<file path="config.mk">
export PLATFORM = sky130hd
export DESIGN_NAME = branch_predictor_flat
export DESIGN_NICKNAME = d
export VERILOG_FILES = /design/src/rtl/branch_predictor_pkg.sv /design/src/rtl/branch_predictor_if.sv /design/src/rtl/branch_predictor_bht_counter_next.sv /design/src/rtl/branch_predictor.sv /design/src/flat_wrapper.sv
export SDC_FILE = /design/constraint.sdc
export NUM_CORES = 1
export LEC_CHECK = 0
export ABC_AREA = 1
export CELL_PAD_IN_SITES_DETAIL_PLACEMENT = 1
export CELL_PAD_IN_SITES_GLOBAL_PLACEMENT = 2
export CORE_MARGIN = 2
export CORE_UTILIZATION = 33
export DETAILED_ROUTE_END_ITERATION = 16
export PLACE_DENSITY_LB_ADDON = 0.1
export SYNTH_ARGS = -nofsm -noshare
export SYNTH_HDL_FRONTEND = slang
export SYNTH_HIERARCHICAL = 1
export SYNTH_SLANG_ARGS = --single-unit
</file>
<file path="constraint.sdc">
create_clock -name clk -period 2.9 [get_ports clk]
set_input_delay 0.29 -clock clk [delete_from_list [all_inputs] [get_ports clk]]
set_output_delay 0.29 -clock clk [all_outputs]
set_load 0.05 [all_outputs]
</file>
<file path="src/rtl/branch_predictor_pkg.sv">
// Shared types for the conditional-branch predictor family.
// Latency: n/a (types and constants only).
// Backpressure: n/a.
//
// Holds the 2-bit saturating counter encoding (SNT/WNT/WT/ST) and the
// default geometry. Every predictor block that trains these counters imports it.
package branch_predictor_pkg;

  localparam int BP_INDEX_BITS = 6;   // 64-entry table
  localparam int BP_XLEN       = 32;
  localparam int BP_MISS_W     = 16;

  // Counter states. Bit 1 is the taken/not-taken prediction.
  typedef enum logic [1:0] {
    BHT_SNT = 2'b00,
    BHT_WNT = 2'b01,
    BHT_WT  = 2'b10,
    BHT_ST  = 2'b11
  } bht_state_e;

  // Predicts taken when the counter is in the upper half.
  function automatic logic bht_predict_taken(bht_state_e s);
    return s[1];
  endfunction

endpackage

</file>
<file path="src/rtl/branch_predictor_if.sv">
// Fetch-side lookup and EX-side resolve signals of the branch predictor.
// Latency: n/a (bundle of wires).
// Backpressure: none; lookup is always answered, updates are single-cycle strobes.
//
// master: pipeline side (drives IF lookup and EX resolve, receives prediction).
// slave : predictor side.
interface branch_predictor_if #(
  parameter int XLEN = 32
);
  // IF-stage lookup
  logic            if_branch;
  logic [XLEN-1:0] if_pc;
  logic [XLEN-1:0] if_imm;
  logic            branch_estimation;
  logic [XLEN-1:0] branch_target_predicted;
  // EX-stage resolve / training
  logic            ex_branch;
  logic [XLEN-1:0] ex_pc;
  logic            ex_branch_taken;
  logic            ex_branch_prediction_miss;
  logic [15:0]     miss_count;

  modport master (
    output if_branch, if_pc, if_imm,
    output ex_branch, ex_pc, ex_branch_taken, ex_branch_prediction_miss,
    input  branch_estimation, branch_target_predicted, miss_count
  );

  modport slave (
    input  if_branch, if_pc, if_imm,
    input  ex_branch, ex_pc, ex_branch_taken, ex_branch_prediction_miss,
    output branch_estimation, branch_target_predicted, miss_count
  );
endinterface

</file>
<file path="src/rtl/branch_predictor_bht_counter_next.sv">
// Next-state function of a 2-bit saturating branch counter.
// Latency: 0 cycles (purely combinational).
// Backpressure: none.
//
// Ports: state_i (current counter), taken_i (resolved outcome),
//        state_o (counter after one training step, saturating at SNT/ST).
module bht_counter_next
  import branch_predictor_pkg::*;
(
  input  bht_state_e state_i,
  input  logic       taken_i,
  output bht_state_e state_o
);

  always_comb begin
    state_o = state_i;
    case (state_i)
      BHT_SNT: state_o = taken_i ? BHT_WNT : BHT_SNT;
      BHT_WNT: state_o = taken_i ? BHT_WT  : BHT_SNT;
      BHT_WT:  state_o = taken_i ? BHT_ST  : BHT_WNT;
      BHT_ST:  state_o = taken_i ? BHT_ST  : BHT_WT;
      default: state_o = state_i;
    endcase
  end

endmodule

</file>
<file path="src/rtl/branch_predictor.sv">
// Dynamic conditional-branch predictor: 2-bit counter table, lookup at IF, training at EX.
// Latency: prediction/target combinational (0 cycles); training visible 1 cycle after the resolve edge.
// Backpressure: none; every lookup is answered and every ex_branch strobe is absorbed.
//
// Ports: clk, reset_n (async, active low); bp (branch_predictor_if.slave):
//   if_branch/if_pc/if_imm -> branch_estimation/branch_target_predicted,
//   ex_branch/ex_pc/ex_branch_taken/ex_branch_prediction_miss -> training, miss_count.
// Optional build macro: BRANCH_PREDICTOR_GSHARE_EN (gshare indexing with a global
// history register updated at resolve time); undefined gives plain bimodal indexing.
module branch_predictor
  import branch_predictor_pkg::*;
#(
  parameter int INDEX_BITS = BP_INDEX_BITS,
  parameter int XLEN       = BP_XLEN
) (
  input  logic               clk,
  input  logic               reset_n,
  branch_predictor_if.slave  bp
);

  localparam int ENTRIES = 1 << INDEX_BITS;

  bht_state_e             table_q [ENTRIES];
  bht_state_e             lookup_state;
  bht_state_e             update_state;
  bht_state_e             update_state_d;
  logic [INDEX_BITS-1:0]  lookup_idx;
  logic [INDEX_BITS-1:0]  update_idx;
  logic                   est;
  logic [XLEN-1:0]        tgt_taken;
  logic [XLEN-1:0]        tgt_seq;
  logic [15:0]            miss_count_q;
  logic [15:0]            miss_count_d;

  // Only the index bits of the resolving PC matter; the rest is intentionally dropped.
  logic unused_ex_pc_bits;
  assign unused_ex_pc_bits = ^{bp.ex_pc[XLEN-1:INDEX_BITS+2], bp.ex_pc[1:0]};

`ifdef BRANCH_PREDICTOR_GSHARE_EN
  logic [INDEX_BITS-1:0] ghr_q;
  logic [INDEX_BITS-1:0] ghr_d;

  // Both lookup and update hash with the history as it stands before this
  // edge's shift, so a same-cycle lookup and resolve see the same context.
  assign lookup_idx = bp.if_branch ? (bp.if_pc[INDEX_BITS+1:2] ^ ghr_q) : '0;
  assign update_idx = bp.ex_pc[INDEX_BITS+1:2] ^ ghr_q;

  always_comb begin
    ghr_d = ghr_q;
    if (bp.ex_branch) begin
      ghr_d = {ghr_q[INDEX_BITS-2:0], bp.ex_branch_taken};
    end
  end

  always_ff @(posedge clk or negedge reset_n) begin
    if (!reset_n) begin
      ghr_q <= '0;
    end else begin
      ghr_q <= ghr_d;
    end
  end
`else
  // Index is forced to 0 for non-branches so an unknown PC never reaches the table read.
  assign lookup_idx = bp.if_branch ? bp.if_pc[INDEX_BITS+1:2] : '0;
  assign update_idx = bp.ex_pc[INDEX_BITS+1:2];
`endif

  // Lookup reads the registered table: a same-cycle update is not bypassed.
  assign lookup_state = table_q[lookup_idx];
  assign est          = bp.if_branch & bht_predict_taken(lookup_state);

  assign tgt_taken = bp.if_pc + bp.if_imm;       // wraps modulo 2^XLEN
  assign tgt_seq   = bp.if_pc + XLEN'(4);

  assign bp.branch_estimation       = est;
  assign bp.branch_target_predicted = est ? tgt_taken : tgt_seq;

  assign update_state = table_q[update_idx];

  bht_counter_next u_counter_next (
    .state_i (update_state),
    .taken_i (bp.ex_branch_taken),
    .state_o (update_state_d)
  );

  always_ff @(posedge clk or negedge reset_n) begin
    if (!reset_n) begin
      for (int i = 0; i < ENTRIES; i++) begin
        table_q[i] <= BHT_WNT;
      end
    end else if (bp.ex_branch) begin
      table_q[update_idx] <= update_state_d;
    end
  end

  always_comb begin
    miss_count_d = miss_count_q;
    if (bp.ex_branch && bp.ex_branch_prediction_miss && (miss_count_q != 16'hFFFF)) begin
      miss_count_d = miss_count_q + 16'd1;
    end
  end

  always_ff @(posedge clk or negedge reset_n) begin
    if (!reset_n) begin
      miss_count_q <= '0;
    end else begin
      miss_count_q <= miss_count_d;
    end
  end

  assign bp.miss_count = miss_count_q;

endmodule

</file>
<file path="src/flat_wrapper.sv">
// flat-port wrapper written by rule: the top's interface ports become plain ports
module branch_predictor_flat import branch_predictor_pkg::*;
#(
  parameter int INDEX_BITS = BP_INDEX_BITS,
  parameter int XLEN       = BP_XLEN
)
  (clk, reset_n, bp_if_branch, bp_if_pc, bp_if_imm, bp_ex_branch, bp_ex_pc, bp_ex_branch_taken, bp_ex_branch_prediction_miss, bp_branch_estimation, bp_branch_target_predicted, bp_miss_count);
  branch_predictor_if #(.XLEN(XLEN)) bp_i ();
  input  logic clk;
  input  logic reset_n;
  input wire logic [$bits(bp_i.if_branch)-1:0] bp_if_branch;
  input wire logic [$bits(bp_i.if_pc)-1:0] bp_if_pc;
  input wire logic [$bits(bp_i.if_imm)-1:0] bp_if_imm;
  input wire logic [$bits(bp_i.ex_branch)-1:0] bp_ex_branch;
  input wire logic [$bits(bp_i.ex_pc)-1:0] bp_ex_pc;
  input wire logic [$bits(bp_i.ex_branch_taken)-1:0] bp_ex_branch_taken;
  input wire logic [$bits(bp_i.ex_branch_prediction_miss)-1:0] bp_ex_branch_prediction_miss;
  output wire logic [$bits(bp_i.branch_estimation)-1:0] bp_branch_estimation;
  output wire logic [$bits(bp_i.branch_target_predicted)-1:0] bp_branch_target_predicted;
  output wire logic [$bits(bp_i.miss_count)-1:0] bp_miss_count;
  assign bp_i.if_branch = bp_if_branch;
  assign bp_i.if_pc = bp_if_pc;
  assign bp_i.if_imm = bp_if_imm;
  assign bp_i.ex_branch = bp_ex_branch;
  assign bp_i.ex_pc = bp_ex_pc;
  assign bp_i.ex_branch_taken = bp_ex_branch_taken;
  assign bp_i.ex_branch_prediction_miss = bp_ex_branch_prediction_miss;
  assign bp_branch_estimation = bp_i.branch_estimation;
  assign bp_branch_target_predicted = bp_i.branch_target_predicted;
  assign bp_miss_count = bp_i.miss_count;
  branch_predictor #(.INDEX_BITS(INDEX_BITS), .XLEN(XLEN)) u_core (.clk(clk), .reset_n(reset_n), .bp(bp_i));
endmodule
</file>
# After elaboration in Yosys (flattened, before gate mapping)

Index checks and enable logic that the tools add are counted.

Input port bits: 102
Flip-flop bits (word level): 144
Word-level logic and storage cells: 98
Output and inout bits: 49

Multiplexer cells: 16
Bitwise gates (word level): 3
Equality and inequality tests: 4
$lt $le $gt $ge: 3
Reduce and logical (&&, ||, !) cells: 4
$add $sub $neg: 3

Operators with widths:

| cell                                                        | number |
|---|---|
| bitwise mux 128 bit                                         | 1 |
| adder 32 x 3 -> 32 bit (second input constant)              | 1 |
| adder 32 bit                                                | 1 |
| 2-to-1 mux 32 bit                                           | 1 |
| binary-select mux 2 bit (select 6 bit)                      | 2 |
| adder 16 x 1 -> 16 bit (second input constant)              | 1 |
| inequality test 16 bit (second input constant)              | 1 |
| >= comparator 7 bit (second input constant)                 | 2 |
| 2-to-1 mux 2 bit                                            | 7 |
| NOT 6 -> 7 bit                                              | 2 |
| demux 2 bit (select 6 bit)                                  | 1 |
| case mux 2 bit (4 select lines)                             | 1 |
| less-than comparator 7 x 1 -> 1 bit (second input constant) | 1 |
| 2-to-1 mux 6 bit                                            | 1 |
| equality test 2 bit (second input constant)                 | 2 |
| logical AND 1 bit                                           | 3 |
| equality test 2 x 1 -> 1 bit (second input constant)        | 1 |
| logical NOT 2 bit                                           | 1 |
| 2-to-1 mux 1 bit                                            | 2 |
| bitwise AND 1 bit                                           | 1 |

# Longest topological paths before layout

Gate-level depths: netlist (run 1).

Depth in word-level cells: 7
Gate-level depth with buffers: 16
Gate-level depth less buffers: 15

# Modules after synthesis

The synthesis (run 1) kept the hierarchy.

By module, submodules not included:

| module           | instances | cells each | area each (sq um) | seq. area each (sq um) |
|---|---|---|---|---|
| branch_predictor | 1         | 1796       | 11459.7           | 3683.5 |
| bht_counter_next | 1         | 5          | 21.3              | 0.0 |

# Least setup slack after synthesis (run 1)

Ideal clock, no wire load.

Path kind: input -> register
From: input bp_ex_pc[6]
To: register u_core/table_q[79] (netlist bit)
Buffers on the path: 2
Path slack: 0.553 ns
Arrival: 2.263 ns
Setup time: 0.084 ns
Stages on the path: 12
Data required time: 2.816 ns
Cells stage by stage: clkbuf_1 -> inv_1 -> nor3_1 -> o21ai_0 -> nand2_1 -> nor2_1 -> nand2_1 -> nand2_1 -> a21oi_1 -> inv_1 -> clkbuf_1 -> o21ai_0

Word-level cells in the longest chain between the ends: 7
Elaborated cells between the ends (all ways): 15
Classes of those cells: order compare: 2; eq/ne: 3; mux: 7; bitwise: 1; reduce/logical: 2

Ends and longest elaborated chain:

| what                                                  | RTL line                                | RTL |
|---|---|---|
| start, declared                                       | flat_wrapper.sv:15                      | `input wire logic [$bits(bp_i.ex_pc)-1:0] bp_ex_pc;` |
| NOT 6 -> 7 bit (not written as such) *                | branch_predictor.sv:78                  | `assign update_state = table_q[update_idx];` |
| binary-select mux 2 bit (select 6 bit) *              | branch_predictor.sv:78                  |  |
| 2-to-1 mux 2 bit (not written as such) * (2 in a row) | branch_predictor.sv:78                  |  |
| via u_core.update_state[1]                            | branch_predictor.sv:25                  | `bht_state_e update_state;` |
| equality test 2 bit (tied with other cells)           | branch_predictor_bht_counter_next.sv:17 | `case (state_i)` |
| case mux 2 bit (4 select lines) *                     | branch_predictor_bht_counter_next.sv:17 |  |
| via u_core.update_state_d[1]                          | branch_predictor.sv:26                  | `bht_state_e update_state_d;` |
| bitwise mux 128 bit *                                 | branch_predictor.sv:92                  | `table_q[update_idx] <= update_state_d;` |
| end signal, assigned by index                         | branch_predictor.sv:92                  |  |
| end, declared                                         | branch_predictor.sv:23                  | `bht_state_e table_q [ENTRIES];` |

Mark *: on every way through the listed nets, which the timed path passes. The rest lies on a longest branch. The select of a mux whose other input is x is not followed.
A chain may end at the register's enable or synchronous reset.

# Worst setup path in the final report (run 1)

From: input bp_if_imm[2]
To: output bp_branch_target_predicted[23]

Word-level cells in the longest chain between the ends: 2

Ends and longest elaborated chain:

| what              | RTL line               | RTL |
|---|---|---|
| start, declared   | flat_wrapper.sv:13     | `input wire logic [$bits(bp_i.if_imm)-1:0] bp_if_imm;` |
| adder 32 bit      | branch_predictor.sv:72 | `assign tgt_taken = bp.if_pc + bp.if_imm;` |
| 2-to-1 mux 32 bit | branch_predictor.sv:76 | `assign bp.branch_target_predicted = est ? tgt_taken : tgt_seq;` |
| end, declared     | flat_wrapper.sv:19     | `output wire logic [$bits(bp_i.branch_target_predicted)-1:0] bp_branch_target_predicted;` |

No other way between the ends.

==> results.cfg, run 1 <==
[run_status]
outcome = completed

[logic_synthesis]
netlist_area_um2 = 11480
synth_compound_area_share_pct = 10.61
synthAdderAreaFrac_pct = 3.771
yosys_most_used_dff = dfrtp_1
yosys-top-cells-count = nand2_1 (684), inv_1 (200), nand3_1 (192)
synth_top_family_by_area = simple AND/OR/NAND/NOR gates
synth_top_area_share_pct = 22.36
synthTopCellsByArea = nand2_1 (22%), dfrtp_1 (17%), dfstp_2 (15%)
muxShareOfSynthArea_pct = 0
yosysWarningCount = 6
async_flop_share_pct = 100.0
synthXorXnorAreaFrac_pct = 4.501
synth_cell_types = 39
synthSimpleGateAreaFrac_pct = 39.97
synth_edf_count = 0
synth.most_common_cell = nand2_1
synth_area_per_cell_um2 = 6.375
yosysTopAreaCell = nand2_1
ys_ff_latch = 144
ys_seq_area_share_pct = 32.08
postSynthCellCount = 1801
synth_nets = 1937

[grt]
grt_max_degree = 58
grt.total_usage_pct = 27.53
antenna_found_initial = 0
grt_pass1_vias = 13550
grt_overflow_total = 0
grt_pass1_wl_um = 76690

[timing]
final-hold-violation-count = 0
setup_violations = 0
tns_ps = 0
post-route-min-period_ps = 2833
final.setup_skew_ps = 11.78
slew_headroom_pct = 60.52
timing.fmax_mhz = 353.0
rsz0062_at_grt = true
tightestPinTransition_ps = 590.7
min_period_over_period_pct = 97.69
slew_viol_final = 0

[floorplan]
die_w_um = 190.5
die_area_um2 = 36300
fp.dieH_um = 190.5
start_util_pct = 33.40
design.portCount = 151
row_count = 68
core_area_um2 = 34370

[clock_tree]
worstSkewPairLatency_ps = 430
cts_htree_levels = 4
cts.sink_count = 144
cts_buffers = 17
cts_root_buffer = clkbuf_16
clk_pin_slew_ps = 60
clk_path_buf_depth = 2
cts_tree = done

[placed_design]
io_buffers = 124
dp_hpwl_um = 39070
place.gp.congestion = 0.9322

[critical_path]
worstPathArrival_ps = 2540
required_ps = 2610
crit_fanout = 6
cp_cell_sequence = clkdlybuf4s50_1 > ha_4 > or2_2 > nand3_1 > nand2_2 > buf_4 > buf_4 > nand2_1 > nand4_1 > nand2_1 > nand4_1 > nand2_1 > buf_12
cp-end-kind = primary output
critical_path_class = in2out
reg2reg_slack_ps = 680
path_buf_inv = 4
slowest_stage = clkdlybuf4s50_1
cpPeakStageDelay_ps = 520
path_delay_family = simple AND/OR/NAND/NOR gates
path_common_cell = nand2_1
startpoint_type = input port

[route]
drt_wl_total_um = 49920
dr.pass1.iters = 5
first_iter_violations = 832
vias = 13260
ant_nets = 0
viasPerCell = 5.200
drc_errors = 0
wire_per_inst_um = 19.57

[run]
drv_cap = 0

[power_and_ir_drop]
pwr-share-seq_pct = 33.8
pwr-share-clk_pct = 29.1
p_int_w = 0.004949
p_switching_w = 0.002846
peakVddDrop_mv = 0.4300
power_w = 0.007795
switching_share_pct = 36.51
p_per_area_nw_per_um2 = 484.6
combPwrFrac_pct = 37.1
p_leak_nw = 7.564

[final_layout]
diodes = 0
fillers = 4428
area_delta_synth_final_pct = 40.12
drive_above_1_share_pct = 20.10
fin_nets = 2218

[min_path]
hp-class = in2async
power by group through the flow:
| stage | Sequential (W) | Clock [W] | Combinational (W) |
|---|---|---|---|
| after floorplan | 0.00273 | 0 | 0.00136 |
| after global placement | 0.00265 | 0 | 0.00273 |
| after detailed placement | 0.00266 | 0 | 0.00279 |
| after CTS | 0.00263 | 0.00231 | 0.00282 |
| after global routing | 0.00267 | 0.00240 | 0.00315 |
| final | 0.00263 | 0.00227 | 0.00289 |
placed cells by master (no fill, tap or decap), drive strengths merged, types with 6 or more instances in the layout:
master / synthesis / layout
inv: 202 / 200
clkbuf: 27 / 23
nor3: 31 / 31
a22oi: 16 / 16
nand2: 686 / 686
ha: 33 / 33
o21ai: 148 / 148
nor4: 7 / 7
dfstp: 64 / 64
clkdlybuf4s50: 0 / 77
dfrtp: 80 / 80
o2111ai: 6 / 6
xor2: 45 / 45
clkinv: 2 / 7
nor2: 98 / 98
a21oi: 30 / 30
buf: 29 / 229
dlymetal6s2s: 0 / 8
nand3: 195 / 195
nand4: 57 / 57
o22ai: 11 / 11
xnor2: 14 / 14
area by class of cell:
| class | instances | area, µm² | share of cell area [%] |
|---|---|---|---|
| tap | 455 | 569.3 | 3.539 |
| timing repair buffer | 318 | 3284 | 20.42 |
| sequential | 144 | 3684 | 22.90 |
| clock inverter | 9 | 133.9 | 0.8322 |
| clock buffer | 23 | 467.9 | 2.909 |
| inverter | 204 | 773.2 | 4.807 |
| multi-input combinational | 1397 | 7174 | 44.60 |
what timing repair did:
action / CTS / global route
endpoints found under the setup margin: 32 / 127
resized for setup: 20 / 85
buffers inserted: 1 / 4
endpoints found under the hold margin: 29 / 0
pin swaps: 5 / 15
hold buffers: 1 / 0
kinds of logic (layout without fill, tap and decap cells):
| group | Yosys count | count (layout) |
|---|---|---|
| AND/OR/NAND/NOR | 1082 | 1082 |
| buffers and inverters | 260 | 554 |
| AO/OA/AOI/OAI | 222 | 222 |
| flip-flops | 144 | 144 |
| XOR/XNOR | 59 | 59 |
| adder cells (fa/ha/maj) | 34 | 34 |
sequential cells by signal, summed over array words and instances (netlist names):
name / count
u_core/table_q: 128
u_core/bp.miss_count: 16
metal layers:
metal | vias up | GRT usage (%) | wire (µm) | share of wire [%]
li1 | 6433 | - | - | -
met5 | - | 0 | 0 | 0
met3 | 63 | 3.368 | 2182 | 4.4
met4 | 0 | 5.188 | 780 | 1.6
met1 | 6495 | 39.47 | 24020 | 48
met2 | 270 | 44.63 | 22930 | 46
path summary, 6_finish.rpt:
path | start | cells past startpoint | endpoint
worst min-delay path | reset_n | 2 | u_core/table_q[123]
worst min register to register | u_core/table_q[90] | 2 | u_core/table_q[90]
min in group clk | u_core/table_q[90] | 2 | u_core/table_q[90]
max in group asynchronous | reset_n | 3 | u_core/table_q[92]
worst max register to register | u_core/table_q[113] | 13 | u_core/table_q[83]
worst max-delay path | bp_if_imm[2] | 13 | bp_branch_target_predicted[23]
per-stage QoR:
step	util (%)	instances	worst slack, ps	hold WS (ps)	area, µm²
global route	46.80	2550	-64.41	451.4	16090
global placement	43.60	2512	-192.3	293.8	14990
CTS	45.64	2546	0.5560	424.2	15690
finish	46.80	2550	67.04	405.6	16090
detailed placement	43.60	2512	-297.7	298.8	14990
floorplan	-	1801	552.9	-5.591	11480
No activity file was read; power rests on OpenSTA's default activity.
==> run 2, diff against run 1 <==
TNS_END_PERCENT = 10   (was default)
==> run 2 against run 1 <==
  * Worst setup slack worse by 1.0 ps
  * Non-clock buffer count down 1
  * Sequential cell count unchanged
  * Critical path type unchanged
  * Critical endpoint unchanged
==> results.cfg, run 2 (synthesis gave the netlist of run 1 again) <==
[power_and_ir_drop]
p_leak_nw = 7.583
p_per_area_nw_per_um2 = 484.4
peakVddDrop_mv = 0.4280
power_w = 0.007795
pwr-share-seq_pct = 33.8
combPwrFrac_pct = 37.1
p_switching_w = 0.002847
p_int_w = 0.004948
pwr-share-clk_pct = 29.1
switching_share_pct = 36.52

[timing]
min_period_over_period_pct = 97.72
timing.fmax_mhz = 352.9
rsz0062_at_grt = true
slew_viol_final = 0
setup_violations = 0
slew_headroom_pct = 61.93
tightestPinTransition_ps = 569.7
final.setup_skew_ps = 12.11
final-hold-violation-count = 0
tns_ps = 0
post-route-min-period_ps = 2834
hold_slack_ps = 413.1

[run_status]
outcome = completed

[grt]
grt_pass1_vias = 13550
antenna_found_initial = 0
grt.total_usage_pct = 27.52
grt_pass1_wl_um = 76670
grt_overflow_total = 0
grt_max_degree = 58

[route]
drt_wl_total_um = 49910
ant_nets = 0
drc_errors = 0
viasPerCell = 5.190
dr.pass1.iters = 5
wire_per_inst_um = 19.58
first_iter_violations = 926
vias = 13230

[clock_tree]
worstSkewPairLatency_ps = 430
cts_htree_levels = 4
cts.sink_count = 144
cts_buffers = 17
cts_tree = done
clk_path_buf_depth = 2
cts_root_buffer = clkbuf_16
clk_pin_slew_ps = 60

[placed_design]
place.gp.congestion = 0.9322
io_buffers = 124
placed_area_um2 = 14990
dp_hpwl_um = 39070

[final_layout]
fillers = 4433
final_cell_mix = nand2_1 (664), inv_1 (197), nand3_1 (189)
regMostFlops = u_core/table_q
layout.cells.most_common = nand2_1
fin_nets = 2217
area_delta_synth_final_pct = 40.15
utilization_pct = 46.81
diodes = 0
drive_above_1_share_pct = 20.01
post-route-cell-area_um2 = 16090
largest_reg_flops = 128

[floorplan]
design.portCount = 151
row_count = 68
die_area_um2 = 36300
die_w_um = 190.5
core_area_um2 = 34370
fp.dieH_um = 190.5
start_util_pct = 33.40

[critical_path]
startpoint_type = input port
required_ps = 2610
crit_fanout = 6
critical_path_class = in2out
cp-end-kind = primary output
worstPathArrival_ps = 2540

[run]
drv_cap = 0

[min_path]
hp-class = in2async
-- run 2: cell count changes in the layout (fill, tap and decap cells not counted) --
cell | previous run | this run
nand2_1 | 663 | 664
nand3_2 | 7 | 6
clkdlybuf4s50_1 | 77 | 74
ha_4 | 18 | 19
nand2_2 | 23 | 22
nor2_2 | 20 | 22
dlymetal6s2s_1 | 8 | 11
buf_4 | 172 | 171
ha_2 | 5 | 4
a21oi_1 | 26 | 27
a21oi_2 | 4 | 3
nand3_1 | 188 | 189
nor2_1 | 76 | 74
-- run 2: area by class of cell --
cell class	instances	area, µm²	area share, %
multi-input combinational	1397	7178	44.61
timing repair buffer	317	3284	20.41
clock inverter	9	133.9	0.8320
inverter	204	773.2	4.806
sequential	144	3684	22.89
tap	455	569.3	3.538
clock buffer	23	467.9	2.908
-- run 2: final timing paths --
| kind | cells after the start | slack [ps] | end | start |
|---|---|---|---|---|
| min reg2reg | 2 | 480 | u_core/table_q[90] | u_core/table_q[90] |
| max in group asynchronous | 3 | 1610 | u_core/table_q[92] | reset_n |
| min | 2 | 410 | u_core/table_q[51] | reset_n |
| max reg2reg | 10 | 720 | u_core/table_q[26] | u_core/table_q[88] |
| max | 13 | 70 | bp_branch_target_predicted[23] | bp_if_imm[2] |
| min in group clk | 2 | 480 | u_core/table_q[90] | u_core/table_q[90] |
-- run 2: power by group through the flow --
stage                     clock (W)  combinational, W  sequential, W
final                       0.00227           0.00289        0.00263
after global routing        0.00240           0.00315        0.00267
after CTS                   0.00231           0.00282        0.00263
after detailed placement          0           0.00279        0.00266
after global placement            0           0.00273        0.00265
after floorplan                   0           0.00136        0.00273
-- run 2: worst max-delay path, cell delays in order --
cell and delay, ps:
clkdlybuf4s50_1 520, ha_4 240, or2_2 300, nand3_1 110
nand2_2 100, buf_4 160, buf_4 120, nand2_1 100
nand4_1 100, nand2_1 80, nand4_1 90, nand2_1 170
buf_12 160
-- run 2: repair_timing --
item                                    in CTS  in global routing
buffers inserted                             0                  4
gates resized for setup                     17                 91
hold buffers                                 1                  0
pin swaps                                    1                 15
endpoints found under the hold margin       29                  0
endpoints found under the setup margin      32                128
-- run 2: metrics by stage --
step | instances | worst slack, ps
3_3_place_gp | 2512 | -192.3
6_report | 2549 | 66.01
3_5_place_dp | 2512 | -297.7
4_1_cts | 2545 | -38.04
2_1_floorplan | 1801 | 552.9
5_1_grt | 2549 | -45.87
-- run 2: per-layer routing --
metal  track usage (%)  vias to the layer above  wire length [µm]
met3             3.331                       51              1952
met1             39.49                     6506             24280
met5                 0                        -                 0
met4             5.158                        0               703
li1                  -                     6424                 -
met2             44.60                      248             22970
